--- config.mk ---
export PLATFORM = sky130hd
export DESIGN_NAME = needs_scheduler
export DESIGN_NICKNAME = d
export VERILOG_FILES = /design/src/rtl/needs_scheduler.sv
export SDC_FILE = /design/constraint.sdc
export NUM_CORES = 1
export LEC_CHECK = 0
export ABC_AREA = 1
export CORE_MARGIN = 3
export CORE_UTILIZATION = 35
export DETAILED_ROUTE_END_ITERATION = 8
export DONT_BUFFER_PORTS = 1
export PLACE_DENSITY = 0.5
export SLEW_MARGIN = 30
export SYNTH_ARGS = -nofsm -noshare
export SYNTH_HDL_FRONTEND = slang
export SYNTH_SLANG_ARGS = --single-unit
--- constraint.sdc ---
create_clock -name clk -period 4.8 [get_ports clk]
set_input_delay 0.72 -clock clk [delete_from_list [all_inputs] [get_ports clk]]
set_output_delay 0.72 -clock clk [all_outputs]
set_load 0.02 [all_outputs]
--- src/rtl/needs_scheduler.sv ---
// Pet need-register owner: schedules 1 Hz decay/life-adjust passes and user
// action requests onto food/fun/rest/life/medicines, with cooldowns and death.
module needs_scheduler #(
  parameter int unsigned MAX_VAL    = 100,
  parameter int unsigned INIT_LIFE  = 100,
  parameter int unsigned INIT_NEED  = 50,
  parameter int unsigned FOOD_DIV   = 3,
  parameter int unsigned FUN_DIV    = 4,
  parameter int unsigned REST_DIV   = 5,
  parameter int unsigned LIFE_PLUS  = 70,
  parameter int unsigned LIFE_MINUS = 30,
  parameter int unsigned DISEASE_TH = 20,
  parameter int unsigned ACT_STEP   = 5,
  parameter int unsigned HEAL_AMT   = 20,
  parameter int unsigned COOLDOWN   = 3,
  parameter int unsigned MED_MAX    = 9
) (
  input  logic       clk,
  input  logic       btn_reset,
  input  logic       tick,
  input  logic       req_valid,
  input  logic [1:0] req_kind,
  output logic       req_ready,
  output logic       resp_valid,
  output logic [1:0] resp_status,
  input  logic       med_add,
  output logic [6:0] food,
  output logic [6:0] fun,
  output logic [6:0] rest,
  output logic [6:0] life,
  output logic [3:0] medicines,
  output logic       disease,
  output logic       death,
  output logic       tick_overrun
);

  localparam int unsigned VW = 7;
  localparam int unsigned AW = 8;
  localparam int unsigned MW = 4;
  localparam int unsigned DIV_MAX = (FOOD_DIV > FUN_DIV) ?
                                    ((FOOD_DIV > REST_DIV) ? FOOD_DIV : REST_DIV) :
                                    ((FUN_DIV > REST_DIV) ? FUN_DIV : REST_DIV);
  localparam int unsigned DW  = $clog2(DIV_MAX + 1);
  localparam int unsigned CDW = $clog2(COOLDOWN + 1);

  localparam logic [1:0] K_PLAY  = 2'd0;
  localparam logic [1:0] K_SLEEP = 2'd1;
  localparam logic [1:0] K_EAT   = 2'd2;
  localparam logic [1:0] K_HEAL  = 2'd3;

  localparam logic [1:0] ST_OK     = 2'd0;
  localparam logic [1:0] ST_COOL   = 2'd1;
  localparam logic [1:0] ST_NO_MED = 2'd2;
  localparam logic [1:0] ST_DEAD   = 2'd3;

  typedef enum logic [2:0] {IDLE, DECAY, LIFE_ADJ, ACTION, RESP} state_t;

  state_t                  state_q, state_d;
  logic [VW-1:0]           food_q, food_d, fun_q, fun_d, rest_q, rest_d, life_q, life_d;
  logic [MW-1:0]           med_q, med_d;
  logic [DW-1:0]           food_cnt_q, food_cnt_d, fun_cnt_q, fun_cnt_d, rest_cnt_q, rest_cnt_d;
  logic [3:0][CDW-1:0]     cd_q, cd_d;
  logic [1:0]              kind_q, kind_d;
  logic                    tick_pend_q, tick_pend_d;
  logic                    death_q, death_d;
  logic                    overrun_q, overrun_d;
  logic                    resp_valid_q, resp_valid_d;
  logic [1:0]              resp_status_q, resp_status_d;
  logic                    enter_decay, med_inc, med_dec;
  logic [1:0]              n_plus, n_minus;
  logic [AW-1:0]           life_sum, life_new;

  function automatic logic [VW-1:0] sat_add(input logic [VW-1:0] v, input logic [AW-1:0] amt);
    logic [AW-1:0] s;
    s = AW'(v) + amt;
    return (s > AW'(MAX_VAL)) ? VW'(MAX_VAL) : VW'(s);
  endfunction

  function automatic logic [VW-1:0] dec_sat(input logic [VW-1:0] v);
    return (v == '0) ? v : v - VW'(1);
  endfunction

  assign req_ready    = (state_q == IDLE) & ~tick_pend_q & ~tick;
  assign resp_valid   = resp_valid_q;
  assign resp_status  = resp_status_q;
  assign food         = food_q;
  assign fun          = fun_q;
  assign rest         = rest_q;
  assign life         = life_q;
  assign medicines    = med_q;
  assign death        = death_q;
  assign tick_overrun = overrun_q;
  assign disease      = (life_q <= VW'(DISEASE_TH)) & ~death_q;

  // Next-state and datapath for every register
  always_comb begin
    state_d       = state_q;
    food_d        = food_q;
    fun_d         = fun_q;
    rest_d        = rest_q;
    life_d        = life_q;
    med_d         = med_q;
    food_cnt_d    = food_cnt_q;
    fun_cnt_d     = fun_cnt_q;
    rest_cnt_d    = rest_cnt_q;
    cd_d          = cd_q;
    kind_d        = kind_q;
    death_d       = death_q;
    resp_valid_d  = 1'b0;
    resp_status_d = resp_status_q;
    enter_decay   = 1'b0;
    med_inc       = med_add & ~death_q;
    med_dec       = 1'b0;
    overrun_d     = overrun_q | (tick & tick_pend_q);

    n_plus   = 2'(food_q >= VW'(LIFE_PLUS)) + 2'(fun_q >= VW'(LIFE_PLUS)) +
               2'(rest_q >= VW'(LIFE_PLUS));
    n_minus  = 2'(food_q <= VW'(LIFE_MINUS)) + 2'(fun_q <= VW'(LIFE_MINUS)) +
               2'(rest_q <= VW'(LIFE_MINUS));
    life_sum = AW'(life_q) + AW'(n_plus);
    life_new = (life_sum <= AW'(n_minus)) ? '0 : life_sum - AW'(n_minus);
    if (life_new > AW'(MAX_VAL)) life_new = AW'(MAX_VAL);

    case (state_q)
      IDLE: begin
        if (tick_pend_q) begin
          enter_decay = 1'b1;
          state_d     = DECAY;
        end else if (req_valid && req_ready) begin
          kind_d  = req_kind;
          state_d = ACTION;
        end
      end
      DECAY: begin
        if (!death_q) begin
          if (food_cnt_q == DW'(FOOD_DIV - 1)) begin
            food_cnt_d = '0;
            food_d     = dec_sat(food_q);
          end else food_cnt_d = food_cnt_q + DW'(1);
          if (fun_cnt_q == DW'(FUN_DIV - 1)) begin
            fun_cnt_d = '0;
            fun_d     = dec_sat(fun_q);
          end else fun_cnt_d = fun_cnt_q + DW'(1);
          if (rest_cnt_q == DW'(REST_DIV - 1)) begin
            rest_cnt_d = '0;
            rest_d     = dec_sat(rest_q);
          end else rest_cnt_d = rest_cnt_q + DW'(1);
        end
        for (int i = 0; i < 4; i++) begin
          if (cd_q[i] != '0) cd_d[i] = cd_q[i] - CDW'(1);
        end
        state_d = death_q ? IDLE : LIFE_ADJ;
      end
      LIFE_ADJ: begin
        life_d  = VW'(life_new);
        death_d = death_q | (life_new == '0);
        state_d = IDLE;
      end
      ACTION: begin
        if (death_q) resp_status_d = ST_DEAD;
        else if (cd_q[kind_q] != '0) resp_status_d = ST_COOL;
        else if (kind_q == K_HEAL && med_q == '0) resp_status_d = ST_NO_MED;
        else begin
          resp_status_d = ST_OK;
          cd_d[kind_q]  = CDW'(COOLDOWN);
          case (kind_q)
            K_PLAY:  fun_d  = sat_add(fun_q, AW'(ACT_STEP));
            K_SLEEP: rest_d = sat_add(rest_q, AW'(ACT_STEP));
            K_EAT:   food_d = sat_add(food_q, AW'(ACT_STEP));
            default: begin
              life_d  = sat_add(life_q, AW'(HEAL_AMT));
              med_dec = 1'b1;
            end
          endcase
        end
        state_d = RESP;
      end
      RESP: begin
        resp_valid_d = 1'b1;
        state_d      = IDLE;
      end
      default: state_d = IDLE;
    endcase

    tick_pend_d = tick | (tick_pend_q & ~enter_decay);

    // A coincident add and heal-spend cancel out
    if (med_inc && !med_dec) begin
      if (med_q != MW'(MED_MAX)) med_d = med_q + MW'(1);
    end else if (med_dec && !med_inc) begin
      med_d = med_q - MW'(1);
    end
  end

  always_ff @(posedge clk or negedge btn_reset) begin
    if (!btn_reset) begin
      state_q       <= IDLE;
      food_q        <= VW'(INIT_NEED);
      fun_q         <= VW'(INIT_NEED);
      rest_q        <= VW'(INIT_NEED);
      life_q        <= VW'(INIT_LIFE);
      med_q         <= '0;
      food_cnt_q    <= '0;
      fun_cnt_q     <= '0;
      rest_cnt_q    <= '0;
      cd_q          <= '0;
      kind_q        <= '0;
      tick_pend_q   <= 1'b0;
      death_q       <= 1'b0;
      overrun_q     <= 1'b0;
      resp_valid_q  <= 1'b0;
      resp_status_q <= '0;
    end else begin
      state_q       <= state_d;
      food_q        <= food_d;
      fun_q         <= fun_d;
      rest_q        <= rest_d;
      life_q        <= life_d;
      med_q         <= med_d;
      food_cnt_q    <= food_cnt_d;
      fun_cnt_q     <= fun_cnt_d;
      rest_cnt_q    <= rest_cnt_d;
      cd_q          <= cd_d;
      kind_q        <= kind_d;
      tick_pend_q   <= tick_pend_d;
      death_q       <= death_d;
      overrun_q     <= overrun_d;
      resp_valid_q  <= resp_valid_d;
      resp_status_q <= resp_status_d;
    end
  end

endmodule

* Word-level counts from Yosys, hierarchy flattened
Cells that the tools add are included.
** Cells by class
- Add/sub/neg operators :: 22
- Multiply operators :: 0
- Divide/modulo/power cells :: 0
- Order comparisons :: 15
- Eq/ne operators :: 31
- Shift-type cells :: 0
- Multiplexer cells :: 68
- Bitwise gates (word level) :: 14
- Reductions and logical operators :: 34
** Operator list (count)
- $mux 7 :: 29
- $pmux 7 s2 :: 4
- $gt 8x7->1 const B :: 5
- $mux 8 :: 5
- $ne 2x2->1 const B :: 18
- $le 7x5->1 const B :: 4
- $reduce_and 5->1 :: 5
- $add 7x3->8 const B :: 3
- $reduce_and 8->1 :: 3
- $ge 7x7->1 const B :: 3
- $logic_not 7->1 :: 3
- $sub 7x1->7 const B :: 3
- $mux 2 :: 10
- $pmux 8 s2 :: 1
- $reduce_bool 2->1 :: 8
- $mux 3 :: 5
- $eq 3x2->1 const B :: 4
- $mux 4 :: 3
- $add 3x1->3 const B :: 3
- $pmux 3 s3 :: 1
- $add 7x2->8 :: 1
- $add 7x5->8 const B :: 1
- $le 8x2->1 :: 1
- $logic_not 8->1 :: 1
- other kinds (30) :: 60
** Storage, ports and cells
- Register bits after elaboration :: 60
- Bits in latches :: 0
- RAM bits :: 0
- Memory bits (read-only) :: 0
- Bits of input ports :: 7
- Output and inout bits :: 39
- Word-level logic and storage cells :: 203
- Memories kept :: 0

* Logic depth before layout (Yosys ltp)
- Word-level depth :: 11
- Gate-level depth with buffers :: 21
- Gate-level depth less buffers :: 21

* Worst setup path before layout
No wires, ideal clock.
- Kind :: flip-flop to flip-flop
- Start point :: register food_q[0] (netlist: food[0])
- End point :: register life_q[4] (netlist: life[4])
- Library setup time :: 117 ps
- Data arrival time :: 3733 ps
- Required time :: 4683 ps
- Path slack :: 951 ps
- Stages on the path, launching flop included :: 22
- Buffers on the path :: 0
- Clock period less this slack :: 3849 ps
- Path through :: dfrtp_1 > inv_1 > ha_1 > o21ai_0 > a31oi_1 > fa_1 > ha_1 > fa_1 > inv_1 > fa_1 > inv_1 > o21ai_0 > nand2_1 > nor2_4 > nand3_4 > nand3_2 > nor2_2 > nand2_4 > nand3_1 > nand2_1 > nand2_1 > nand2_1
** On the way
- Cells in the longest elaborated chain, start to end :: 9
- Elaborated cells on any way between the ends :: 13
- Those cells by class :: add/sub (6); order compare (4); mux (3)
** RTL lines
- start: declaration :: RTL line 59 : logic [VW-1:0] food_q, food_d, fun_q, fun_d, rest_q, rest_d, life_q, life_d;
- start signal: assignment :: RTL line 198 : food_q <= VW'(INIT_NEED);
- start signal: assignment :: RTL line 215 : food_q <= food_d;
- $ge 7x7->1 :: RTL line 116 : n_plus = 2'(food_q >= VW'(LIFE_PLUS)) + 2'(fun_q >= VW'(LIFE_PLUS)) +
- $add 1x1->2 :: RTL line 116
- $add 2x1->2 :: RTL line 116
- $add 7x2->8 :: RTL line 120 : life_sum = AW'(life_q) + AW'(n_plus);
- $sub 8x2->8 / $le 8x2->1 (equally long branches) :: RTL line 121 : life_new = (life_sum <= AW'(n_minus)) ? '0 : life_sum - AW'(n_minus);
- $mux 8 * :: RTL line 121
- $gt 8x7->1 :: RTL line 122 : if (life_new > AW'(MAX_VAL)) life_new = AW'(MAX_VAL);
- $mux 8 * :: RTL line 122
- $pmux 7 s2 * :: RTL line 124 : case (state_q)
- end signal: assignment :: RTL line 201 : life_q <= VW'(INIT_LIFE);
- end signal: assignment :: RTL line 218 : life_q <= life_d;
- end: declaration :: RTL line 59
Every way passes the cells marked *; elsewhere a longest branch is shown, timed or not.
A chain may end at the register's enable or synchronous reset.

* Final worst setup path
- Start point :: register rest_q[0] (netlist: rest[0])
- End point :: register life_q[4] (netlist: life[4])
** On the way
- Cells in the longest elaborated chain, start to end :: 8
- Elaborated cells on any way between the ends :: 11
- Those cells by class :: add/sub (4); order compare (4); mux (3)
** RTL lines
- start: declaration :: RTL line 59
- start signal: assignment :: RTL line 200 : rest_q <= VW'(INIT_NEED);
- start signal: assignment :: RTL line 217 : rest_q <= rest_d;
- $ge 7x7->1 :: RTL line 117 : 2'(rest_q >= VW'(LIFE_PLUS));
- $add 2x1->2 :: RTL line 116
- $add 7x2->8 :: RTL line 120
- $sub 8x2->8 / $le 8x2->1 (equally long branches) :: RTL line 121
- $mux 8 * :: RTL line 121
- $gt 8x7->1 :: RTL line 122
- $mux 8 * :: RTL line 122
- $pmux 7 s2 * :: RTL line 124
Marked as above.

==> impl_metrics.tcl <==
set metrics [dict create \
    cp.required_ns 5.02 \
    slew_headroom_pct 50.8 \
    synth_fa_ha_area_share_pct 10.3 \
    post-place-ws_ns 0.600 \
    gr-total-overflow 0 \
    dieWidth_um 122 \
    synthToLayoutAreaGrowth_pct 10.6 \
    hp-class "in2async" \
    post_cts_buffers 0 \
    fin_nets 712 \
    synthMuxAreaShare_pct 0 \
    fill_cells 1384 \
    r2r-start "rest[0]" \
    drt-total-wl_um 11800 \
    ys_warn_count 0 \
    drv_cap 0 \
    cts.htree.levels 3 \
    yosys.area_share.simple_pct 28.5 \
    grt_max_degree 61 \
    grt_use_total_pct 16.8 \
    critPathArrivalTime_ns 4.40 \
    ys.flop_type "dfrtp_1" \
    cts_resized 0 \
    final_common_cell "nand2_1" \
    cts_hold_buf 0 \
    syn_avg_cell_area_um2 7.08 \
    cts_root_buf "clkbuf_16" \
    synthesis.instances 667 \
    synth_edf_count 0 \
    core-area_mm2 0.0129 \
    synth_area_mm2 0.00472 \
    start_kind "register" \
    port_buffers 0 \
    clk_latency_ns 0.33 \
    cts.sinks 60 \
    path_class "reg2reg" \
    grt_pass1_vias 4066 \
    r2r_slack_ns 0.62 \
    fin_skew_ns 0.00579 \
    fin_setup_tns_ns 0 \
    grt_pass1_wl_um 19900 \
    status "completed" \
    worst-slew-pin-transition_ns 0.736 \
    path_clk_slew_ns 0.05 \
    post-route-min-period_ns 4.18 \
    drive_gt1_share_pct 9.05 \
    endpoint_kind "register" \
    fin_crit_sh_pct 87.0 \
    rsz0062_at_grt "false" \
    synth_xor_area_share_pct 4.42 \
    num_vias 4218 \
    drv_slew 0 \
    hpwlAfterDp_um 8780 \
    synth_compound_area_share_pct 14.6 \
    rows 41 \
    async_reset_ff_share_pct 100 \
    final_cell_mix "nand2_1 (161), inv_1 (102), nor2_1 (69)" \
    first_iter_violations 218 \
    synth_top_family_by_area "simple AND/OR/NAND/NOR gates" \
    r2r_end "life[4]" \
    drt.antenna.violating_nets 0 \
    r2r_cells 21 \
    clockBufferDepth 2 \
    max_freq_ghz 0.239 \
    synth_cell_type_count 43 \
    antennaDiodeCount 0 \
    drc_errors 0 \
    antenna_found_initial 0 \
    cts-buffers-inserted 9 \
    synth_fp_nets 710 \
    die_area_mm2 0.0149 \
    initial_core_util_pct 36.5 \
    io_pins 46 \
    crit_fanout 10 \
    wl_per_cell_um 13.9 \
    yosysSeqAreaShare_pct 32.1 \
    fin_ws_ns 0.624 \
    synth_seq_cells 60 \
    dieHeight_um 122 \
    vias_per_cell 4.99 \
    gp_congestion 0.856 \
    dr.pass1.iters 5 \
    setup_viol 0 \
    cts_tree "built" \
    finalHoldViolCount 0 \
]
-- worst max-delay path by stage --
stage | startpoint | end | slack (ns) | depth (start not counted)
floorplan | food[0] | life[4] | 0.95 | 21
global placement | rest[0] | life[4] | 0.65 | 21
detailed placement | rest[0] | life[4] | 0.60 | 21
CTS | rest[0] | life[3] | 0.58 | 21
global route | rest[0] | life[4] | 0.22 | 21
finish | rest[0] | life[4] | 0.62 | 21
-- layout make-up --
| type | count | area, um^2 | area share, % |
|---|---|---|---|
| clock buffers | 12 | 246 | 4.72 |
| clock inverters | 4 | 72.6 | 1.39 |
| inverters | 109 | 409 | 7.83 |
| multi-input cells | 486 | 2740 | 52.5 |
| flip-flops and latches | 60 | 1520 | 29.0 |
| well taps | 172 | 215 | 4.12 |
| repair buffers | 3 | 22.5 | 0.431 |
-- synthesized netlist by cell type, types with 2 or more instances --
master,instances,area [um^2]
a21oi_1,29,145
a22oi_1,3,22.5
a31oi_1,8,50.1
a32oi_1,3,26.3
buf_2,5,25.0
buf_4,2,15.0
clkbuf_1,3,11.3
clkbuf_2,2,10.0
dfrtp_1,48,1200
dfstp_2,12,315
fa_1,5,100
ha_1,31,388
inv_1,102,383
inv_2,7,26.3
nand2_1,161,604
nand2_2,5,31.3
nand3_1,40,200
nand3_2,5,50.1
nand3b_1,3,22.5
nand4_1,7,43.8
nor2_1,69,259
nor2_2,4,25.0
nor2_4,3,33.8
nor3_1,6,30.0
o211ai_1,2,15.0
o21ai_0,44,220
o21ai_1,9,45.0
o21ai_2,2,17.5
o221ai_1,2,17.5
o22ai_1,8,50.1
o31ai_1,5,37.5
xor2_1,21,184
-- stage by stage --
stage                     hold slack (ns)  util [%]  area, um^2  cells
after floorplan                     0.424         -        4720    667
after global placement              0.427      37.9        4900    830
after detailed placement            0.427      38.0        4910    830
after CTS                          0.0652      40.4        5230    846
after global routing               0.0611      40.4        5230    846
final                              0.0840      40.4        5230    846
-- state kept, by name, summed over array words and instances, names as in the netlist, 4 cells and up --
signal,count
rest,7
fun,7
medicines,4
life,7
food,7
cd_q,8
-- routing by layer --
metal / track usage (%) / vias up / wire length [um]
li1: - / 2159 / -
met2: 26.7 / 75 / 5530
met1: 22.0 / 1969 / 5440
met3: 5.01 / 15 / 636
met4: 4.90 / 0 / 179
met5: 0 / - / 0
-- critical path, stage by stage (launching register included) --
cell and delay, ns:
dfrtp_1 0.56, inv_1 0.18, ha_1 0.22, o21ai_0 0.16, a31oi_1 0.14, fa_1 0.47, ha_1 0.25, fa_1 0.51
inv_1 0.06, fa_1 0.46, inv_1 0.09, o21ai_0 0.08, nand2_1 0.11, nor2_4 0.05, nand3_4 0.13, nand3_1 0.13
nor2_2 0.14, nand2_4 0.08, nand3_1 0.08, nand2_1 0.05, nand2_1 0.05, nand2_1 0.05
-- logic make-up after synthesis --
family,Yosys count
flip-flops,60
AND/OR/NAND/NOR,307
XOR/XNOR,23
buffers and inverters,121
AO/OA/AOI/OAI,120
adder cells (fa/ha/maj),36
Power is not shown: default switching activity piles up to over one toggle a cycle in this logic, so the estimate is an artifact.
